==> src/rtl/stream_mux_pkg.sv <==
// stream_mux_pkg: shared types and index-width helper for the stream mux
package stream_mux_pkg;
  typedef enum logic {MODE_FIXED = 1'b0, MODE_RR = 1'b1} mode_e;
  function automatic int idx_w(input int n);
    return (n > 2) ? $clog2(n) : 1;
  endfunction
endpackage

==> src/rtl/rr_arbiter.sv <==
// rr_arbiter: rotating-priority one-hot arbiter that owns the round-robin pointer
module rr_arbiter import stream_mux_pkg::*; #(
  parameter int N_IN = 4,
  parameter int SW = idx_w(N_IN)
) (
  input  logic            clk,
  input  logic            rst,
  input  logic [N_IN-1:0] req,
  input  logic            advance,
  input  logic [SW-1:0]   adv_idx,
  output logic [N_IN-1:0] grant
);
  logic [SW-1:0] ptr;
  logic [SW:0] pos;
  logic hit;
  // first requester found walking ptr, ptr+1, ... with wrap at N_IN
  always_comb begin
    grant = '0;
    hit = 1'b0;
    pos = '0;
    for (int k = 0; k < N_IN; k++) begin
      pos = {1'b0, ptr} + (SW+1)'(k);
      pos = (pos >= (SW+1)'(N_IN)) ? pos - (SW+1)'(N_IN) : pos;
      if (!hit && req[pos[SW-1:0]]) begin
        grant[pos[SW-1:0]] = 1'b1;
        hit = 1'b1;
      end
    end
  end
  // pointer moves just past the channel that was served
  always_ff @(posedge clk)
    if (rst) ptr <= '0;
    else if (advance) ptr <= (adv_idx == SW'(N_IN - 1)) ? '0 : adv_idx + 1'b1;
endmodule

==> src/rtl/stream_mux_rr.sv <==
// stream_mux_rr: N:1 valid/ready stream mux, fixed or round-robin select, registered output
module stream_mux_rr import stream_mux_pkg::*; #(
  parameter int WIDTH = 4,
  parameter int N_IN = 4,
  parameter int SW = idx_w(N_IN)
) (
  input  logic                  clk,
  input  logic                  rst,
  input  logic                  rr_en,
  input  logic [SW-1:0]         sel,
  input  logic [N_IN*WIDTH-1:0] in_data,
  input  logic [N_IN-1:0]       in_valid,
  output logic [N_IN-1:0]       in_ready,
  output logic [WIDTH-1:0]      out_data,
  output logic [SW-1:0]         out_src,
  output logic                  out_valid,
  input  logic                  out_ready
);
  logic [WIDTH-1:0] chan [N_IN];
  logic [N_IN-1:0] rr_grant, fix_grant, grant;
  logic [SW-1:0] gidx;
  logic [WIDTH-1:0] gdata;
  logic load_en, xfer;
  mode_e mode;
  genvar i;
  generate
    for (i = 0; i < N_IN; i++) begin : g_unpack
      assign chan[i] = in_data[i*WIDTH +: WIDTH];
    end
  endgenerate
  assign mode = rr_en ? MODE_RR : MODE_FIXED;
  // fixed mode: only the selected channel can win; an out-of-range sel matches nothing
  always_comb begin
    fix_grant = '0;
    for (int k = 0; k < N_IN; k++) fix_grant[k] = (sel == SW'(k)) & in_valid[k];
  end
  rr_arbiter #(.N_IN(N_IN), .SW(SW)) u_arb (
    .clk(clk),
    .rst(rst),
    .req(in_valid),
    .advance(xfer & (mode == MODE_RR)),
    .adv_idx(gidx),
    .grant(rr_grant)
  );
  assign grant = (mode == MODE_RR) ? rr_grant : fix_grant;
  assign load_en = !out_valid | out_ready;
  assign in_ready = grant & {N_IN{load_en & !rst}};
  assign xfer = |in_ready;
  // one-hot grant to index, and the winning channel's word
  always_comb begin
    gidx = '0;
    gdata = '0;
    for (int k = 0; k < N_IN; k++)
      if (grant[k]) begin
        gidx = SW'(k);
        gdata = chan[k];
      end
  end
  // output register: load on input transfer, empty on drain, hold on stall
  always_ff @(posedge clk)
    if (rst) begin
      out_valid <= 1'b0;
      out_data <= '0;
      out_src <= '0;
    end else if (xfer) begin
      out_valid <= 1'b1;
      out_data <= gdata;
      out_src <= gidx;
    end else if (out_ready) out_valid <= 1'b0;
endmodule

==> config.mk <==
export PLATFORM = sky130hd
export DESIGN_NAME = stream_mux_rr
export DESIGN_NICKNAME = d
export VERILOG_FILES = /design/src/rtl/stream_mux_pkg.sv /design/src/rtl/rr_arbiter.sv /design/src/rtl/stream_mux_rr.sv
export SDC_FILE = /design/constraint.sdc
export NUM_CORES = 1
export LEC_CHECK = 0
export CORE_MARGIN = 3
export CORE_UTILIZATION = 48
export DETAILED_ROUTE_END_ITERATION = 8
export PLACE_DENSITY = 0.85
export SYNTH_ARGS = -nofsm -noshare
export SYNTH_HDL_FRONTEND = slang
export SYNTH_SLANG_ARGS = --single-unit
==> constraint.sdc <==
create_clock -name clk -period 7.3 [get_ports clk]
set_input_delay 0.73 -clock clk [delete_from_list [all_inputs] [get_ports clk]]
set_output_delay 0.73 -clock clk [all_outputs]
set_load 0.01 [all_outputs]
==> Implementation_results.wiki, run 1 <==
{| class="wikitable"
! Metric !! Value
|-
| Critical path class || reg -> out
|-
| Required arrival time at the worst endpoint || 6.57 ns
|-
| Maximum number of pins on one net before global-route repair || 18
|-
| Later-pin clock latency in the skew report || 0.26 ns
|-
| Share of the synthesized area in the top cell type || 17.2%
|-
| Share of post-route cells with drive strength above 1 || 8.97%
|-
| Gr usage total || 23.1%
|-
| Gpl congestion || 0.854
|-
| Final count of negative-setup-slack endpoints || 0
|-
| Main combinational cell family by area after synthesis || compound AO/OA/AOI/OAI gates
|-
| First-pass DRT Iterations || 4
|-
| Vias in the first global route || 1037
|-
| Multiplexer area fraction after synthesis || 17.4%
|-
| Number of flops mapped to enable cells by yosys || 0
|-
| R2r worst-path depth || 9
|-
| Via density per instance || 6.04
|-
| Predominant post-synthesis flop cell || sky130_fd_sc_hd__dfxtp_1
|-
| Post-synthesis simple-gate area fraction || 24.7%
|-
| Height of the die || 52.7 um
|-
| Iter 0 DRT Violations || 34
|-
| RSZ-0062 raised after global routing || false
|-
| Seq cells post-synth || 9
|-
| Critical path capture point || in_ready[2]
|-
| Final Slew Violations || 0
|-
| CTS Root Cell || sky130_fd_sc_hd__clkbuf_4
|-
| Detailed-route wire length per cell || 15.7 um
|-
| Kind of path behind the tightest hold check || reg -> reg
|-
| Antenna Violating Nets Remaining || 0
|-
| Biggest area consumer among synthesized cells || sky130_fd_sc_hd__dfxtp_1
|-
| Share of the yosys chip area belonging to registers || 17.2%
|-
| First-pass GRT wire length || 4800 um
|-
| Width of the die || 52.7 um
|-
| Worst setup EP type || primary output
|-
| Worst slew margin relative to its limit || 60.7%
|-
| Top cells by area, synth || sky130_fd_sc_hd__dfxtp_1 17%, sky130_fd_sc_hd__mux4_2 8.6%, sky130_fd_sc_hd__ha_1 8.4%
|-
| Initial antenna violation count || 0
|-
| Setup crit start || u_arb.ptr[0]
|-
| Post-CTS setup buffer count || 0
|-
| Antenna cells || 0
|-
| Detailed-route DRC error count || 0
|-
| Number of different library cells in the post-synthesis netlist || 42
|-
| TritonCTS clock tree || done
|-
| I/O pin cnt || 37
|-
| Worst VDD drop || 122 uV
|-
| Reported leakage power || 0.517 nW
|-
| Cells after synthesis || 120
|-
| Startpoint of the lowest-slack register-to-register path || u_arb.ptr[0]
|-
| CP max FO || 17
|-
| Count of warnings emitted by yosys || 0
|-
| Worst setup skew after layout || 0.00192 ns
|-
| Synthesized area per cell || 8.73 um2
|-
| Setup TNS Final || 0 ns
|-
| Core outline area || 2020 um2
|-
| Vias after detailed routing || 1105
|-
| Initial Util || 51.8%
|-
| TritonCTS buffer count || 3
|-
| Clk pin slew, worst setup/hold paths || 0.06 ns
|-
| Critical path data arrival time || 3.48 ns
|-
| Compound-gate portion of the synthesized area || 28.7%
|-
| Post-synthesis cell area || 1050 um2
|-
| Post-synthesis share of cell area spent on full adders, half adders and majority gates || 8.36%
|-
| Cell Rows || 16
|-
| Number of hold buffers added after CTS || 0
|-
| Period minus WS final || 4.21 ns
|-
| Power density cells || 167 nW/um2
|-
| Fin. Hold Viols || 0
|-
| Worst Max-Slew Pin Slew || 0.589 ns
|-
| Parity-gate share of the synthesized area counting xor and xnor cells || 0%
|-
| Number of levels in the clock H-tree || 1
|-
| Final global-route overflow total || 0
|-
| Nets in the synthesized netlist || 153
|-
| HPWL after detailed placement || 2290 um
|-
| Port buffer count || 36
|-
| Fin worst setup slack || 3.09 ns
|-
| Utilization of the core after routing || 71.3%
|-
| Fmax || 237 MHz
|-
| Total Die Area || 2780 um2
|-
| CP startpoint kind || register
|-
| Count of clock tree sinks || 9
|-
| Final period utilization || 57.7%
|-
| Net total in the final layout || 190
|-
| Async set-reset flop share out of synthesis || 0%
|-
| Max clock buf depth || 2
|-
| Worst R2R End || out_data[3]
|-
| Wire length reported by the detailed router || 2880 um
|-
| Number of maximum-capacitance constraint violations || 0
|-
| Number of gates given a new drive strength after cts || 0
|-
| Synth cell count leaders || 12 x sky130_fd_sc_hd__nand2b_1, 11 x sky130_fd_sc_hd__nor2_1, 9 x sky130_fd_sc_hd__dfxtp_1
|-
| Run status || complete, no violations
|-
| Minimum setup slack after placement || 3.20 ns
|-
| Reg-to-reg slack, setup || 3.85 ns
|-
| Most numerous cell in the Yosys netlist || sky130_fd_sc_hd__nand2b_1
|-
| Area delta synth->final || 37.6%
|}
-- layer usage --
layer  up-vias  track usage (%)  wire length, um
met5         -                0                0
met4         0             8.94               44
met3         7             2.56              152
met2        42             36.6             1390
met1       514             31.7             1300
li1        542                -                -
-- worst min-delay path by stage --
stage,startpoint,end,cells past startpoint
after floorplan,out_src[1],out_src[1],2
after CTS,out_src[1],out_src[1],2
after global placement,out_src[1],out_src[1],2
final,out_src[1],out_src[1],2
after detailed placement,out_src[1],out_src[1],2
after global routing,out_src[1],out_src[1],2
-- final cells by class --
cell class,count,area (um2)
flip-flops and latches,9,180
inverters,3,11.3
well taps,27,33.8
multi-input cells,104,830
fillers,167,581
clock buffers,4,26.3
repair buffers,36,360
-- through the flow --
stage                     area, um2  hold slack [ns]  power, mW  cells
after floorplan                1050            0.486      0.151    120
after global placement         1420            0.456      0.200    179
final                          1440            0.470      0.241    183
after detailed placement       1420            0.457      0.202    179
after global routing           1440            0.484      0.259    183
after CTS                      1440            0.474      0.242    183
-- sequential cells by signal, indices dropped and copies added (netlist names) --
| name | flops |
|---|---|
| out_data | 4 |
| out_src | 2 |
| u_arb.ptr | 2 |
| out_valid | 1 |
-- critical path, cell delays in order (launching register included) --
cell and delay (ns):
sky130_fd_sc_hd__dfxtp_1 0.69, sky130_fd_sc_hd__inv_2 0.16, sky130_fd_sc_hd__ha_1 0.42, sky130_fd_sc_hd__mux4_2 0.40, sky130_fd_sc_hd__nor2b_2 0.18, sky130_fd_sc_hd__a221oi_1 0.10, sky130_fd_sc_hd__o31ai_2 0.49, sky130_fd_sc_hd__and2_1 0.22
sky130_fd_sc_hd__clkdlybuf4s50_1 0.54
-- placed cells by master, fill, tap and decap left out, types with 4 or more instances in the layout --
cell / synthesis / layout
sky130_fd_sc_hd__clkdlybuf4s50_1: 0 / 36
sky130_fd_sc_hd__nand2b_1: 12 / 12
sky130_fd_sc_hd__nor2_1: 11 / 11
sky130_fd_sc_hd__dfxtp_1: 9 / 9
sky130_fd_sc_hd__nand2_1: 8 / 8
sky130_fd_sc_hd__mux2i_1: 7 / 7
sky130_fd_sc_hd__ha_1: 7 / 7
sky130_fd_sc_hd__a221oi_1: 5 / 5
sky130_fd_sc_hd__mux4_2: 4 / 4
sky130_fd_sc_hd__a21o_1: 4 / 4
sky130_fd_sc_hd__o21ai_0: 4 / 4
sky130_fd_sc_hd__o32ai_1: 4 / 4
-- report_power, final --
group / switching (mW) / leakage (nW) / internal, mW
Clock: 0.0174 / 0.0150 / 0.0211
Combinational: 0.0651 / 0.428 / 0.0693
Sequential: 0.00984 / 0.0740 / 0.0586
Total: 0.0923 / 0.517 / 0.149
-- kinds of logic after synthesis --
kind of cell | after synthesis
AND/OR/NAND/NOR | 44
AO/OA/AOI/OAI | 40
multiplexers | 13
flip-flops | 9
adder cells (fa/ha/maj) | 7
buffers and inverters | 7
Power figures use the tool's default switching activity.
==> run 2: changes to the inputs <==
--- a/config.mk
+++ b/config.mk
@@ -6,9 +6,9 @@
 export NUM_CORES = 1
 export LEC_CHECK = 0
 export CORE_MARGIN = 3
-export CORE_UTILIZATION = 48
+export CORE_UTILIZATION = 45
 export DETAILED_ROUTE_END_ITERATION = 8
-export PLACE_DENSITY = 0.85
+export PLACE_DENSITY = 0.8
 export SYNTH_ARGS = -nofsm -noshare
 export SYNTH_HDL_FRONTEND = slang
 export SYNTH_SLANG_ARGS = --single-unit
==> constraint.sdc (replaced) <==
create_clock -name clk -period 4.38 [get_ports clk]
set_input_delay 0.438 -clock clk [delete_from_list [all_inputs] [get_ports clk]]
set_output_delay 0.438 -clock clk [all_outputs]
set_load 0.01 [all_outputs]
==> Implementation_results.wiki, run 2 (same netlist as run 1, synthesis figures left out) <==
{| class="wikitable"
! Metric !! Value
|-
| Utilization of the core after routing || 70.0% (-1.3 points)
|-
| Width of the die || 54.2 um (+2.9%)
|-
| RSZ-0062 raised after global routing || false
|-
| Area delta synth->final || 39.1%
|-
| Power density cells || 278 nW/um2 (+66%)
|-
| Final count of negative-setup-slack endpoints || 0 (unchanged)
|-
| Iter 0 DRT Violations || 41 (+21%)
|-
| Worst Max-Slew Pin Slew || 0.554 ns (-0.0349 ns)
|-
| Reported leakage power || 0.528 nW (+2.1%)
|-
| Initial antenna violation count || 0 (unchanged)
|-
| Standard cell with the maximum stage delay on the critical path || sky130_fd_sc_hd__clkdlybuf4s50_1
|-
| Wire length reported by the detailed router || 2930 um (+1.7%)
|-
| Net total in the final layout || 192 (+1.1%)
|-
| Run status || complete, no violations
|-
| CTS Root Cell || sky130_fd_sc_hd__clkbuf_4
|-
| Kind of path behind the tightest hold check || reg -> reg
|-
| Number of gates given a new drive strength after cts || 0 (unchanged)
|-
| Final global-route overflow total || 0 (unchanged)
|-
| Number of levels in the clock H-tree || 1 (unchanged)
|-
| First-pass DRT Iterations || 4 (unchanged)
|-
| Most common library cell in the layout ignoring fill and taps || sky130_fd_sc_hd__clkdlybuf4s50_1
|-
| Minimum setup slack after placement || 0.818 ns (-2.38 ns)
|-
| Worst setup skew after layout || 0.00462 ns (+0.00270 ns)
|-
| Antenna Violating Nets Remaining || 0 (unchanged)
|-
| TritonCTS buffer count || 3 (unchanged)
|-
| Fill count || 174 (+4.2%)
|-
| Gr usage total || 20.9% (-2.2 points)
|-
| Antenna cells || 0 (unchanged)
|-
| I/O pin cnt || 37 (unchanged)
|-
| Peak per-stage delay on the critical path || 0.55 ns (-0.14 ns)
|-
| Worst slew margin relative to its limit || 62.5% (+1.9 points)
|-
| Fmax || 265 MHz
|-
| Detailed-route DRC error count || 0 (unchanged)
|-
| CP cell instances || buf_4 -> inv_2 -> ha_1 -> mux4_2 -> nor2b_2 -> a221oi_1 -> o31ai_2 -> and2_1 -> clkdlybuf4s50_1
|-
| Final Slew Violations || 0 (unchanged)
|-
| Via density per instance || 5.99 (-0.81%)
|-
| Flip-flop count of the largest register, all copies and words added || 4 (unchanged)
|-
| Total Power Consumption || 0.405 mW (+68%)
|-
| Vias after detailed routing || 1108 (+0.27%)
|-
| Setup TNS Final || 0 ns (unchanged)
|-
| Final period utilization || 86.1%
|-
| TritonCTS clock tree || done
|-
| CP max FO || 17 (unchanged)
|-
| Vias in the first global route || 1060 (+2.2%)
|-
| Cell Rows || 16 (unchanged)
|-
| Maximum number of pins on one net before global-route repair || 18 (unchanged)
|-
| Critical path data arrival time || 3.33 ns (-0.15 ns)
|-
| Post-CTS setup buffer count || 0 (unchanged)
|-
| Clk pin slew, worst setup/hold paths || 0.06 ns (about the same)
|-
| Number of maximum-capacitance constraint violations || 0 (unchanged)
|-
| Max clock buf depth || 2 (unchanged)
|-
| Gpl congestion || 0.966 (+13%)
|-
| Port buffer count || 36 (unchanged)
|-
| Total Die Area || 2940 um2 (+5.9%)
|-
| Top flop regs || out_data (4), out_src (2), u_arb.ptr (2)
|-
| Later-pin clock latency in the skew report || 0.26 ns (about the same)
|-
| Most frequent cells in the layout || 36 x sky130_fd_sc_hd__clkdlybuf4s50_1, 12 x sky130_fd_sc_hd__nand2b_1, 11 x sky130_fd_sc_hd__nor2_1
|-
| Number of hold buffers added after CTS || 0 (unchanged)
|-
| Height of the die || 54.2 um (+2.9%)
|-
| Share of post-route cells with drive strength above 1 || 10.1% (+1.2 points)
|-
| Register with the most flip-flops || out_data
|-
| Initial Util || 50.3% (-1.5 points)
|-
| Count of clock tree sinks || 9 (unchanged)
|-
| Critical path class || reg -> out
|-
| Fin. Hold Viols || 0 (unchanged)
|-
| CP startpoint kind || register
|-
| Core outline area || 2080 um2 (+3.0%)
|-
| Fin worst setup slack || 0.610 ns (-2.48 ns)
|-
| First-pass GRT wire length || 4610 um (-3.9%)
|-
| HPWL after detailed placement || 2320 um (+1.2%)
|-
| Required arrival time at the worst endpoint || 3.94 ns (-2.63 ns)
|-
| Period minus WS final || 3.77 ns
|-
| Worst VDD drop || 222 uV (+82%)
|-
| Worst setup EP type || primary output
|-
| Detailed-route wire length per cell || 15.8 um (+0.57%)
|}
-- run 2: cell count changes in the layout (fill, tap and decap cells not counted), sizes merged --
cell  previous run  this run
buf              0         2
-- run 2: final cells by class --
cell class	instances	area (um2)	area share, %
clock buffer	4	26.3	1.80
inverter	3	11.3	0.773
multi-input combinational	104	830	57.0
sequential	9	180	12.4
tap	27	33.8	2.32
timing repair buffer	38	375	25.8
-- run 2: worst max-delay path: cells and delay by family (launching register included) --
kind	cells	cell delay, ns
adders and majority gates	1	0.42
buffers and inverters	3	0.87
DFF	1	0.30
muxes	1	0.41
AOI/OAI and AO/OA	2	0.62
and+or+nand+nor	2	0.45
-- run 2: per-stage QoR --
step,instances,instance area [um2],hold slack [ns]
final,185,1460,0.468
after global routing,185,1460,0.500
after CTS,185,1460,0.474
after detailed placement,181,1430,0.461
after global placement,181,1430,0.456
after floorplan,120,1050,0.486
-- run 2: routing by layer --
layer | up-vias | track usage [%] | share of wire [%]
li1 | 545 | - | -
met1 | 516 | 28.7 | 45
met2 | 44 | 33.3 | 48
met3 | 3 | 2.45 | 5.8
met4 | 0 | 7.88 | 0.79
met5 | - | 0 | 0
-- run 2: power by group --
part,internal (mW),total [mW],switching [mW]
clock network,0.0351,0.0643,0.0292
logic,0.118,0.236,0.118
registers,0.0975,0.104,0.00665
-- run 2: final timing paths --
kind	startpoint	end	slack [ns]	cells after the start
worst max-delay path	u_arb.ptr[0]	in_ready[2]	0.61	9
worst min-delay path	out_src[1]	out_src[1]	0.47	2
worst max register to register	u_arb.ptr[0]	out_data[1]	1.09	10
worst min register to register	out_src[1]	out_src[1]	0.47	2
